==> src/rtl/spec_sg_monitor_pkg.sv <==
// Shared types for the state-graph monitor: error codes, transition-table
// entry layout and same-cycle error priority.
package spec_mon_pkg;

  typedef enum logic [2:0] {
    ERR_NONE          = 3'd0,
    ERR_IN_NONCOMPLY  = 3'd1,
    ERR_OUT_NONCOMPLY = 3'd2,
    ERR_PERSIST       = 3'd3,
    ERR_MULTI         = 3'd4,
    ERR_DEADLOCK      = 3'd5
  } err_code_e;

  // Entries are stored at a fixed maximum width so one type serves every
  // NSTATE/NSIG configuration up to 256 states and 256 signals.
  localparam int SG_STATE_MAX_W = 8;
  localparam int SG_SIG_MAX_W   = 8;

  typedef struct packed {
    logic                      valid;
    logic [SG_STATE_MAX_W-1:0] from;
    logic [SG_SIG_MAX_W-1:0]   sig;
    logic                      dir;
    logic [SG_STATE_MAX_W-1:0] to;
  } sg_entry_t;

  localparam int PRIO_DEADLOCK = 0;
  localparam int PRIO_PERSIST  = 1;
  localparam int PRIO_IN       = 2;
  localparam int PRIO_OUT      = 3;
  localparam int PRIO_MULTI    = 4;
  localparam int NPRIO         = 5;

  function automatic err_code_e err_pick(input logic [NPRIO-1:0] v);
    err_code_e c;
    c = ERR_NONE;
    if (v[PRIO_MULTI])         c = ERR_MULTI;
    else if (v[PRIO_OUT])      c = ERR_OUT_NONCOMPLY;
    else if (v[PRIO_IN])       c = ERR_IN_NONCOMPLY;
    else if (v[PRIO_PERSIST])  c = ERR_PERSIST;
    else if (v[PRIO_DEADLOCK]) c = ERR_DEADLOCK;
    return c;
  endfunction

endpackage

==> src/rtl/spec_sg_monitor_if.sv <==
// Config/observation bundle between the monitor and whatever drives it.
interface spec_sg_monitor_if #(
  parameter int NSIG   = 4,
  parameter int NSTATE = 16,
  parameter int NTRANS = 32
);
  localparam int STATE_W = $clog2(NSTATE);
  localparam int ADDR_W  = $clog2(NTRANS);
  localparam int SIG_W   = $clog2(NSIG);

  logic               cfg_we;
  logic [ADDR_W-1:0]  cfg_addr;
  logic [STATE_W-1:0] cfg_from;
  logic [SIG_W-1:0]   cfg_sig;
  logic               cfg_dir;
  logic [STATE_W-1:0] cfg_to;
  logic               run;
  logic [NSIG-1:0]    sig;
  logic [NSIG-1:0]    ena;
  logic               err_clr;
  logic [STATE_W-1:0] state;
  logic               err;
  logic [2:0]         err_code;
  logic [SIG_W-1:0]   err_sig;
  logic [STATE_W-1:0] err_state;
  logic [31:0]        trans_cnt;

  modport master (
    output cfg_we, cfg_addr, cfg_from, cfg_sig, cfg_dir, cfg_to,
    output run, sig, ena, err_clr,
    input  state, err, err_code, err_sig, err_state, trans_cnt
  );

  modport slave (
    input  cfg_we, cfg_addr, cfg_from, cfg_sig, cfg_dir, cfg_to,
    input  run, sig, ena, err_clr,
    output state, err, err_code, err_sig, err_state, trans_cnt
  );
endinterface

==> src/rtl/spec_sg_monitor_table.sv <==
// SG transition table: register array with one write port and a fully
// parallel lookup; the lowest matching address wins.
module spec_sg_table
  import spec_mon_pkg::*;
#(
  parameter int NSIG   = 4,
  parameter int NSTATE = 16,
  parameter int NTRANS = 32,
  localparam int STATE_W = $clog2(NSTATE),
  localparam int ADDR_W  = $clog2(NTRANS),
  localparam int SIG_W   = $clog2(NSIG)
) (
  input  logic               clk,
  input  logic               reset,
  input  logic               we,
  input  logic [ADDR_W-1:0]  waddr,
  input  logic [STATE_W-1:0] wfrom,
  input  logic [SIG_W-1:0]   wsig,
  input  logic               wdir,
  input  logic [STATE_W-1:0] wto,
  input  logic [STATE_W-1:0] cur_state,
  input  logic [SIG_W-1:0]   lk_sig,
  input  logic               lk_dir,
  output logic               hit,
  output logic [STATE_W-1:0] to
);

  sg_entry_t                 tbl [NTRANS];
  sg_entry_t                 wentry;
  sg_entry_t                 sel;
  logic [NTRANS-1:0]         match;
  logic [SG_STATE_MAX_W-1:0] cur_ext;
  logic [SG_SIG_MAX_W-1:0]   sig_ext;
  logic                      unused_sel;

  always_comb begin
    wentry       = '0;
    wentry.valid = 1'b1;
    wentry.from  = SG_STATE_MAX_W'(wfrom);
    wentry.sig   = SG_SIG_MAX_W'(wsig);
    wentry.dir   = wdir;
    wentry.to    = SG_STATE_MAX_W'(wto);
  end

  // Only the valid bits need a reset; payload is don't-care until written.
  always_ff @(posedge clk) begin
    if (reset) begin
      for (int a = 0; a < NTRANS; a++) tbl[a].valid <= 1'b0;
    end else if (we) begin
      tbl[waddr] <= wentry;
    end
  end

  assign cur_ext = SG_STATE_MAX_W'(cur_state);
  assign sig_ext = SG_SIG_MAX_W'(lk_sig);

  for (genvar a = 0; a < NTRANS; a++) begin : g_match
    assign match[a] = tbl[a].valid && (tbl[a].from == cur_ext) &&
                      (tbl[a].sig == sig_ext) && (tbl[a].dir == lk_dir);
  end

  always_comb begin
    sel = '0;
    for (int a = NTRANS - 1; a >= 0; a--) begin
      if (match[a]) sel = tbl[a];
    end
  end

  assign hit        = sel.valid;
  assign to         = sel.to[STATE_W-1:0];
  assign unused_sel = ^{sel.from, sel.sig, sel.dir, sel.to[SG_STATE_MAX_W-1:STATE_W]};

endmodule

==> src/rtl/spec_sg_monitor.sv <==
// Run-time state-graph monitor: tracks the SG state from observed signal
// edges and captures the first compliance/persistency/multi/deadlock error.
module spec_sg_monitor
  import spec_mon_pkg::*;
#(
  parameter int              NSIG       = 4,
  parameter int              NSTATE     = 16,
  parameter int              NTRANS     = 32,
  parameter logic [NSIG-1:0] OUT_MASK   = '0,
  parameter int              INIT_STATE = 0,
  parameter logic [NSIG-1:0] INIT_SIG   = '0,
  parameter int              DL_LIMIT   = 64
) (
  input logic              clk,
  input logic              reset,
  spec_sg_monitor_if.slave bus
);

  localparam int STATE_W = $clog2(NSTATE);
  localparam int SIG_W   = $clog2(NSIG);
  localparam int DL_W    = $clog2(DL_LIMIT + 1);

  logic [NSIG-1:0]    sig_q, ena_q, chg, pers;
  logic [STATE_W-1:0] state_q;
  logic [31:0]        trans_cnt_q;
  logic [DL_W-1:0]    idle_cnt;
  logic               err_q;
  err_code_e          code_q;
  logic [SIG_W-1:0]   esig_q;
  logic [STATE_W-1:0] estate_q;

  logic               one_hot, multi, idle, dl_fire, lk_hit, take;
  logic [STATE_W-1:0] lk_to;
  logic [SIG_W-1:0]   chg_lo, pers_lo, new_sig;
  logic [NPRIO-1:0]   viol;
  err_code_e          new_code;

  // sig_q follows sig even while run=0, so enabling run never sees a stale edge.
  assign chg     = bus.sig ^ sig_q;
  assign one_hot = bus.run && $onehot(chg);
  assign multi   = bus.run && !$onehot0(chg);
  assign pers    = bus.run ? (OUT_MASK & ena_q & ~bus.ena & ~chg) : '0;
  assign idle    = (chg == '0) && ((bus.ena & OUT_MASK) == '0);
  assign dl_fire = bus.run && idle && (idle_cnt == DL_W'(DL_LIMIT - 1));

  always_comb begin
    chg_lo  = '0;
    pers_lo = '0;
    for (int i = NSIG - 1; i >= 0; i--) begin
      if (chg[i])  chg_lo  = SIG_W'(i);
      if (pers[i]) pers_lo = SIG_W'(i);
    end
  end

  spec_sg_table #(
    .NSIG   (NSIG),
    .NSTATE (NSTATE),
    .NTRANS (NTRANS)
  ) u_table (
    .clk       (clk),
    .reset     (reset),
    .we        (bus.cfg_we && !bus.run),
    .waddr     (bus.cfg_addr),
    .wfrom     (bus.cfg_from),
    .wsig      (bus.cfg_sig),
    .wdir      (bus.cfg_dir),
    .wto       (bus.cfg_to),
    .cur_state (state_q),
    .lk_sig    (chg_lo),
    .lk_dir    (bus.sig[chg_lo]),
    .hit       (lk_hit),
    .to        (lk_to)
  );

  assign take = one_hot && lk_hit;

  always_comb begin
    viol                = '0;
    viol[PRIO_MULTI]    = multi;
    viol[PRIO_OUT]      = one_hot && !lk_hit && OUT_MASK[chg_lo];
    viol[PRIO_IN]       = one_hot && !lk_hit && !OUT_MASK[chg_lo];
    viol[PRIO_PERSIST]  = |pers;
    viol[PRIO_DEADLOCK] = dl_fire;
  end

  assign new_code = err_pick(viol);

  always_comb begin
    new_sig = '0;
    case (new_code)
      ERR_MULTI, ERR_OUT_NONCOMPLY, ERR_IN_NONCOMPLY: new_sig = chg_lo;
      ERR_PERSIST:                                    new_sig = pers_lo;
      default:                                        new_sig = '0;
    endcase
  end

  always_ff @(posedge clk) begin
    if (reset) begin
      sig_q       <= INIT_SIG;
      ena_q       <= '0;
      state_q     <= STATE_W'(INIT_STATE);
      trans_cnt_q <= '0;
      idle_cnt    <= '0;
      err_q       <= 1'b0;
      code_q      <= ERR_NONE;
      esig_q      <= '0;
      estate_q    <= '0;
    end else begin
      sig_q <= bus.sig;
      ena_q <= bus.ena;
      if (take) begin
        state_q     <= lk_to;
        trans_cnt_q <= trans_cnt_q + 32'd1;
      end
      // Saturating at DL_LIMIT keeps a long stall from re-raising deadlock.
      if (!bus.run || !idle)
        idle_cnt <= '0;
      else if (idle_cnt != DL_W'(DL_LIMIT))
        idle_cnt <= idle_cnt + DL_W'(1);
      if (bus.err_clr) begin
        err_q    <= 1'b0;
        code_q   <= ERR_NONE;
        esig_q   <= '0;
        estate_q <= '0;
      end else if (!err_q && (new_code != ERR_NONE)) begin
        err_q    <= 1'b1;
        code_q   <= new_code;
        esig_q   <= new_sig;
        estate_q <= state_q;
      end
    end
  end

  assign bus.state     = state_q;
  assign bus.err       = err_q;
  assign bus.err_code  = code_q;
  assign bus.err_sig   = esig_q;
  assign bus.err_state = estate_q;
  assign bus.trans_cnt = trans_cnt_q;

endmodule
==> src/flat_wrapper.sv <==
// flat-port wrapper written by rule: the top's interface ports become plain ports
module spec_sg_monitor_flat import spec_mon_pkg::*;
#(
  parameter int              NSIG       = 4,
  parameter int              NSTATE     = 16,
  parameter int              NTRANS     = 32,
  parameter logic [NSIG-1:0] OUT_MASK   = '0,
  parameter int              INIT_STATE = 0,
  parameter logic [NSIG-1:0] INIT_SIG   = '0,
  parameter int              DL_LIMIT   = 64
)
  (clk, reset, bus_cfg_we, bus_cfg_addr, bus_cfg_from, bus_cfg_sig, bus_cfg_dir, bus_cfg_to, bus_run, bus_sig, bus_ena, bus_err_clr, bus_state, bus_err, bus_err_code, bus_err_sig, bus_err_state, bus_trans_cnt);
  spec_sg_monitor_if #(.NSIG(NSIG), .NSTATE(NSTATE), .NTRANS(NTRANS)) bus_i ();
  input logic clk;
  input logic reset;
  input wire logic [$bits(bus_i.cfg_we)-1:0] bus_cfg_we;
  input wire logic [$bits(bus_i.cfg_addr)-1:0] bus_cfg_addr;
  input wire logic [$bits(bus_i.cfg_from)-1:0] bus_cfg_from;
  input wire logic [$bits(bus_i.cfg_sig)-1:0] bus_cfg_sig;
  input wire logic [$bits(bus_i.cfg_dir)-1:0] bus_cfg_dir;
  input wire logic [$bits(bus_i.cfg_to)-1:0] bus_cfg_to;
  input wire logic [$bits(bus_i.run)-1:0] bus_run;
  input wire logic [$bits(bus_i.sig)-1:0] bus_sig;
  input wire logic [$bits(bus_i.ena)-1:0] bus_ena;
  input wire logic [$bits(bus_i.err_clr)-1:0] bus_err_clr;
  output wire logic [$bits(bus_i.state)-1:0] bus_state;
  output wire logic [$bits(bus_i.err)-1:0] bus_err;
  output wire logic [$bits(bus_i.err_code)-1:0] bus_err_code;
  output wire logic [$bits(bus_i.err_sig)-1:0] bus_err_sig;
  output wire logic [$bits(bus_i.err_state)-1:0] bus_err_state;
  output wire logic [$bits(bus_i.trans_cnt)-1:0] bus_trans_cnt;
  assign bus_i.cfg_we = bus_cfg_we;
  assign bus_i.cfg_addr = bus_cfg_addr;
  assign bus_i.cfg_from = bus_cfg_from;
  assign bus_i.cfg_sig = bus_cfg_sig;
  assign bus_i.cfg_dir = bus_cfg_dir;
  assign bus_i.cfg_to = bus_cfg_to;
  assign bus_i.run = bus_run;
  assign bus_i.sig = bus_sig;
  assign bus_i.ena = bus_ena;
  assign bus_i.err_clr = bus_err_clr;
  assign bus_state = bus_i.state;
  assign bus_err = bus_i.err;
  assign bus_err_code = bus_i.err_code;
  assign bus_err_sig = bus_i.err_sig;
  assign bus_err_state = bus_i.err_state;
  assign bus_trans_cnt = bus_i.trans_cnt;
  spec_sg_monitor #(.NSIG(NSIG), .NSTATE(NSTATE), .NTRANS(NTRANS), .OUT_MASK(OUT_MASK), .INIT_STATE(INIT_STATE), .INIT_SIG(INIT_SIG), .DL_LIMIT(DL_LIMIT)) u_core (.clk(clk), .reset(reset), .bus(bus_i));
endmodule
==> config.mk <==
export PLATFORM = sky130hd
export DESIGN_NAME = spec_sg_monitor_flat
export DESIGN_NICKNAME = d
export VERILOG_FILES = /design/src/rtl/spec_sg_monitor_pkg.sv /design/src/rtl/spec_sg_monitor_if.sv /design/src/rtl/spec_sg_monitor_table.sv /design/src/rtl/spec_sg_monitor.sv /design/src/flat_wrapper.sv
export SDC_FILE = /design/constraint.sdc
export NUM_CORES = 1
export LEC_CHECK = 0
export CAP_MARGIN = 20
export CORE_ASPECT_RATIO = 1.1
export CORE_MARGIN = 5
export CORE_UTILIZATION = 50
export CTS_BUF_LIST = sky130_fd_sc_hd__clkbuf_4
export DETAILED_ROUTE_END_ITERATION = 7
export GPL_TIMING_DRIVEN = 1
export PLACE_DENSITY = 0.79
export SLEW_MARGIN = 10
export SYNTH_ARGS = -nofsm -noshare
export SYNTH_HDL_FRONTEND = slang
export SYNTH_SLANG_ARGS = --single-unit
==> constraint.sdc <==
create_clock -name clk -period 13.6 [get_ports clk]
set_input_delay 2.72 -clock clk [delete_from_list [all_inputs] [get_ports clk]]
set_output_delay 2.72 -clock clk [all_outputs]
set_load 0.01 [all_outputs]
==> results of run 1 <==
==> flip-flops by register name (all words and copies together) (netlist names) <==
name                  flops
u_core.bus.err            1
u_core.bus.err_state      4
u_core.idle_cnt           7
u_core.u_table.tbl      384
u_core.bus.state          4
u_core.bus.err_code       2
u_core.sig_q              4
u_core.bus.trans_cnt     32
u_core.bus.err_sig        2
==> worst max-delay path, stage by stage <==
cell	delay [ps]
clkdlybuf4s50_1	520
xor2_1	520
inv_1	220
ha_1	320
inv_1	190
nand3_4	390
o31a_1	430
buf_4	270
nand2_2	340
mux2i_1	330
and2_1	240
and3b_1	840
nand4_1	250
nand2_1	140
nand2_1	60
ha_1	220
nor2_1	440
nor2_1	80
a32o_1	210
==> area by class of cell <==
class / instances / area, um^2
multi-input cells: 1006 / 6860
clock inverters: 31 / 175
flip-flops and latches: 440 / 12300
clock buffers: 166 / 1250
well taps: 507 / 634
repair buffers: 100 / 921
inverters: 93 / 349
diodes: 1 / 2.50
fillers: 3083 / 16700
==> where the power goes <==
part	internal [uW]	total (uW)	switching, uW
combinational	84.2	253	169
clock	577	1110	530
sequential	1460	1480	18.4
total	2120	2840	718
==> synthesized netlist by cell type, types with 21 or more instances <==
cell	count
dfxtp_1	88
or3_1	24
a21oi_1	48
clkbuf_1	35
o21ai_0	62
nand4_1	31
o22ai_1	37
inv_1	91
nor2_1	113
edfxtp_1	352
xor2_1	75
buf_2	21
xnor2_1	111
nand3_1	67
nor3_1	80
nand2_1	54
==> cell usage in the layout, fill, tap and decap left out, types with 7 or more instances in the layout <==
cell type / n
xnor2_1: 111
nand4_1: 31
a21o_1: 13
or4_1: 8
or3_1: 24
nand3b_1: 8
a211oi_1: 12
o2111ai_1: 8
a21oi_1: 48
a31oi_1: 8
ha_1: 9
mux2_2: 7
a2111oi_2: 10
clkbuf_4: 166
a221o_1: 8
clkdlybuf4s50_1: 68
nand3_1: 67
a221oi_1: 9
and3_1: 15
o31ai_1: 8
and2_1: 7
o22ai_1: 37
clkinv_1: 19
nand2_1: 54
xor2_1: 75
o21ai_0: 62
nor2_1: 112
nand2b_1: 13
nor3_1: 79
o211ai_1: 10
edfxtp_1: 352
nor2b_1: 14
nor4b_1: 9
inv_1: 91
buf_4: 32
o21ai_1: 9
nor3b_1: 8
dfxtp_1: 84
==> metal layers <==
| layer | share of wire (%) | track usage, % | vias up |
|---|---|---|---|
| li1 | - | - | 6349 |
| met1 | 39 | 26.9 | 6857 |
| met2 | 49 | 37.6 | 750 |
| met3 | 9.8 | 5.05 | 119 |
| met4 | 3.0 | 8.60 | 0 |
| met5 | 0 | 0 | - |
==> metrics by stage <==
step / setup slack [ps] / power (uW)
finish: 5510 / 2840
global route: 5150 / 2950
CTS: 5640 / 2850
detailed placement: 4840 / 1760
global placement: 4940 / 1750
floorplan: 6810 / 1670
==> cells by family after synthesis <==
kind of cell	after synthesis
buffers and inverters	172
muxes	10
adders and majority gates	11
AOI/OAI and AO/OA	302
other	1
DFF	440
and+or+nand+nor	494
xor gates and xnor gates	188
==> how the worst max path moves through the flow <==
| stage | start | end | slack [ps] | cells past startpoint |
|---|---|---|---|---|
| final | bus_sig[3] | u_core.bus.err_code[0] | 5510 | 19 |
| after detailed placement | bus_sig[3] | u_core.bus.err_code[0] | 4840 | 19 |
| after floorplan | bus_sig[2] | u_core.bus.err_code[0] | 6810 | 20 |
| after global routing | bus_sig[3] | u_core.bus.err_code[0] | 5150 | 19 |
| after CTS | bus_sig[3] | u_core.bus.err_code[0] | 5640 | 19 |
| after global placement | bus_sig[3] | u_core.bus.state[2] | 4940 | 15 |
==> flow_summary.yaml, run 1 <==
synthesis:
  postSynthNetCount: 1657
  ys_types: 95
  synthFlopType: "edfxtp_1"
  synthCells: 1618
  muxShareOfSynthArea_pct: 0.609
  yosys.area_share.xor_xnor_pct: 8.39
  synth_edf_count: 352
  synth_top_family_by_area: "simple AND/OR/NAND/NOR gates"
  synth-compound-area-share_pct: 10.8
  ys_ff_latch: 440
  synth_largest_area_cell: "edfxtp_1"
  netlist.area_leader.share_pct: 53.0
  syn_area_um2: 19900
  synth-seq-area-share_pct: 61.9
  avgSynthCellArea_um2: 12.3
  synthArstFlopShare_pct: 0
  synth_fa_ha_area_share_pct: 0.715
  ys_warn_count: 0
  synth_area_leaders: "edfxtp_1, dfxtp_1, xnor2_1"
  synth_simple_gate_area_share_pct: 13.7
worst_setup_path:
  r2r_end: "u_core.bus.err_code[0]"
  timing.rr.start: "u_core.sig_q[3]"
  arrival_ps: 8780
  worst_r2r_path_depth: 18
  cp-end-kind: "flop"
  cp_max_fo: 29
  crit_path_start_kind: "input pin"
  cp.required_ps: 14290
  path_class: "input pin to flop"
  ff2ff_setup_slack_ps: 7650
die:
  die_h_um: 219
  start_util_pct: 50.8
  io_pins: 75
  die_w_um: 200
  coreArea_um2: 39300
  rows: 76
  die_area_um2: 44000
sta:
  clock.fmax_mhz: 124
  final_hold_viol_count: 0
  fin_skew_ps: 55.7
  drv_slew: 0
  final_min_period_over_clock_period_pct: 59.5
  tightest_slew_ps: 1050
  finalSetupTns_ps: 0
  rsz0062_at_grt: "false"
  slew_headroom_pct: 30.0
  finalSetupViolCount: 0
  whs_ps: 461
  fin_crit_ps: 8090
global_routing:
  grt_pass1_vias: 14000
  overflow: 0
  antenna_found_initial: 1
  grt_max_degree: 61
  grtUsageTotal_pct: 21.8
  grt_pass1_wl_um: 75800
placement:
  portBuffers: 69
  placed_area_um2: 21100
  globalplace.congestion: 0.896
  hpwl_um: 30400
  dp.cells: 2145
job:
  cap_violations: 0
detailed_routing:
  wl_per_cell_um: 21.2
  drtPass1Iterations: 5
  routed_via_density: 6.00
  dr.first_iter.drc_count: 1268
  drc: 0
  detail-route-antenna-nets: 0
  via_count: 14100
  routed_wl_um: 49600
cts:
  post_cts_resize_count: 0
  cts_tree: "done"
  hold_buffers: 0
  cts_setup_buffers: 0
  clkSlewWorstSetupHoldPaths_ps: 70
  clk_latency_ps: 800
  root_buffer: "clkbuf_4"
  clock-sinks: 440
  h-tree-depth: 3
  numCtsBuffers: 106
  clockBufferDepth: 3
pwr:
  leakage_uw: 0.00747
  vdd_ir_drop_max_uv: 62.3
  p_per_area_nw_per_um2: 126
layout:
  utilization_pct: 57.3
  fin_nets: 1786
  stdcell_count: 2344
  drive_above_1_share_pct: 14.8
  area_growth_pct: 13.0
  fin_area_um2: 22500
worst_hold_path:
  min_path_cells: 2
  hold_end: "u_core.u_table.tbl[3][11]"
  hold_start: "u_core.u_table.tbl[3][11]"
  hp-class: "flop to flop"
outcome:
  status: "completed"
Power figures use the tool's default switching activity.
==> run 2: changes to the inputs <==
Settings changed: PLACE_DENSITY 0.79 to 0.82.
Clock period 13.6 ns to 6.5 ns, I/O delays scaled along.
==> run 2 against run 1 <==
  * Clock skew up 13 ps
  * Total power up 110%
  * Design area up 0.64%
  * Clock-buffer cell count down 12
  * Sequential power up 110%
  * Flip-flop and latch count unchanged
  * Non-clock buffer count up 15
  * Routed wire length up 1.7%
  * Global-route usage up 0.45 points
  * Register-to-register slack worse by 6100 ps
  * Largest cell class unchanged
  * Highest routed layer unchanged
==> flow_summary.yaml, run 2 (synthesis results as in run 1) <==
sta:
  finalSetupViolCount: 0
  fin_crit_ps: 5730
  final_hold_viol_count: 0
  finalSetupTns_ps: 0
  slew_headroom_pct: 24.9
  whs_ps: 464
  final_min_period_over_clock_period_pct: 88.1
  drv_slew: 0
  fin_skew_ps: 68.4
  rsz0062_at_grt: "false"
  clock.fmax_mhz: 175
  tightest_slew_ps: 1130
worst_setup_path:
  cp-end-kind: "flop"
  path_cells: "clkdlybuf4s50_1 > xor2_1 > inv_1 > ha_1 > inv_1 > nand3_4 > o31a_1 > buf_4 > a21oi_1 > o21ai_0 > and2_1 > nand4_1 > nor4_4 > buf_4 > a21o_1 > nor3_1 > mux2_2"
  slowest_delay_ps: 630
  arrival_ps: 6350
  worst_r2r_path_depth: 15
  timing.rr.start: "u_core.sig_q[2]"
  crit_family: "compound AO/OA/AOI/OAI gates"
  ff2ff_setup_slack_ps: 1510
  path_class: "input pin to flop"
  slowest_stage: "a21o_1"
  path_buf_inv: 5
  cp-startpoint: "bus_sig[3]"
  r2r_end: "u_core.bus.trans_cnt[15]"
  cp.required_ps: 7120
  cp_max_fo: 20
  crit_path_start_kind: "input pin"
worst_hold_path:
  hold_start: "u_core.bus.err_sig[0]"
  hold_end: "u_core.bus.err_sig[0]"
  hp-class: "flop to flop"
  min_path_cells: 2
detailed_routing:
  routed_via_density: 6.02
  dr.first_iter.drc_count: 1311
  highest_layer: "met4"
  wl_met1_um: 18700
  drc: 0
  wl_per_cell_um: 21.4
  wl_met2_um: 24500
  via_count: 14200
  drtPass1Iterations: 5
  wl_met3_um: 5200
  routed_wl_um: 50400
  detail-route-antenna-nets: 0
pwr:
  p_per_area_nw_per_um2: 263
  vdd_ir_drop_max_uv: 109
  leakage_uw: 0.00754
die:
  die_w_um: 200
  rows: 76
  coreArea_um2: 39300
  io_pins: 75
  die_area_um2: 44000
  start_util_pct: 50.8
  die_h_um: 219
global_routing:
  grtUsageTotal_pct: 22.3
  grt_max_degree: 85
  grt_pass1_wl_um: 77400
  antenna_found_initial: 2
  overflow: 0
  grt_pass1_vias: 14100
placement:
  globalplace.congestion: 0.904
  portBuffers: 69
  hpwl_um: 31400
cts:
  cts_setup_buffers: 0
  clock-sinks: 440
  clk_latency_ps: 780
  post_cts_resize_count: 0
  cts_tree: "done"
  hold_buffers: 0
  numCtsBuffers: 105
  clkSlewWorstSetupHoldPaths_ps: 90
  root_buffer: "clkbuf_4"
  h-tree-depth: 3
  clockBufferDepth: 3
layout:
  area_growth_pct: 13.7
  layout_common_cells: "edfxtp_1, clkbuf_4, nor2_1"
  drive_above_1_share_pct: 14.7
  regMostFlops: "u_core.u_table.tbl"
  final_common_cell: "edfxtp_1"
  largest_reg_flops: 384
  fin_nets: 1800
outcome:
  status: "completed"
job:
  cap_violations: 0
==> run 2: how the worst max path moves through the flow <==
| stage | end | slack [ps] | cells after the start |
|---|---|---|---|
| floorplan | u_core.bus.err_code[0] | 1130 | 20 |
| global placement | u_core.bus.trans_cnt[31] | 260 | 16 |
| detailed placement | u_core.bus.trans_cnt[15] | 200 | 17 |
| CTS | u_core.bus.trans_cnt[15] | 970 | 17 |
| global route | u_core.bus.trans_cnt[15] | 690 | 16 |
| finish | u_core.bus.trans_cnt[15] | 770 | 17 |
==> run 2: report_power, final <==
group	leakage (uW)	switching (uW)	internal (uW)	total, uW
clock network	0.000821	1100	1210	2310
logic	0.00284	359	193	552
registers	0.00388	39.6	3050	3090
==> run 2: layer usage <==
metal,up-vias,track usage [%]
met5,-,0
met3,153,5.53
met4,0,9.75
met1,6866,26.9
li1,6380,-
met2,793,38.4
==> run 2: final cells by class <==
class                           instances  area, um^2
Antenna cell                            1        2.50
Clock buffer                          154        1160
Clock inverter                         43         255
Fill cell                            2993       16600
Inverter                               93         349
Multi-Input combinational cell       1006        6860
Sequential cell                       440       12300
Tap cell                              507         634
Timing Repair Buffer                  115        1080
==> run 2: worst register-to-register path: cells and delay by family (launching register included) <==
kind	cells	cell delay, ps
AO/OA/AOI/OAI	4	1760
XOR/XNOR	1	220
adder cells (fa/ha/maj)	1	300
buffers and inverters	3	800
flip-flops	1	330
multiplexers	1	300
AND/OR/NAND/NOR	5	1150
==> run 2: per-stage QoR <==
step / instances / util [%] / cell area [um^2] / total power, uW / setup slack (ps)
CTS: 2358 / 57.7 / 22700 / 5970 / 969
detailed placement: 2161 / 54.1 / 21300 / 3700 / 201
finish: 2359 / 57.7 / 22700 / 5950 / 771
global placement: 2161 / 54.1 / 21300 / 3670 / 257
global route: 2359 / 57.7 / 22700 / 6190 / 687
floorplan: 1618 / - / 19900 / 3490 / 1130
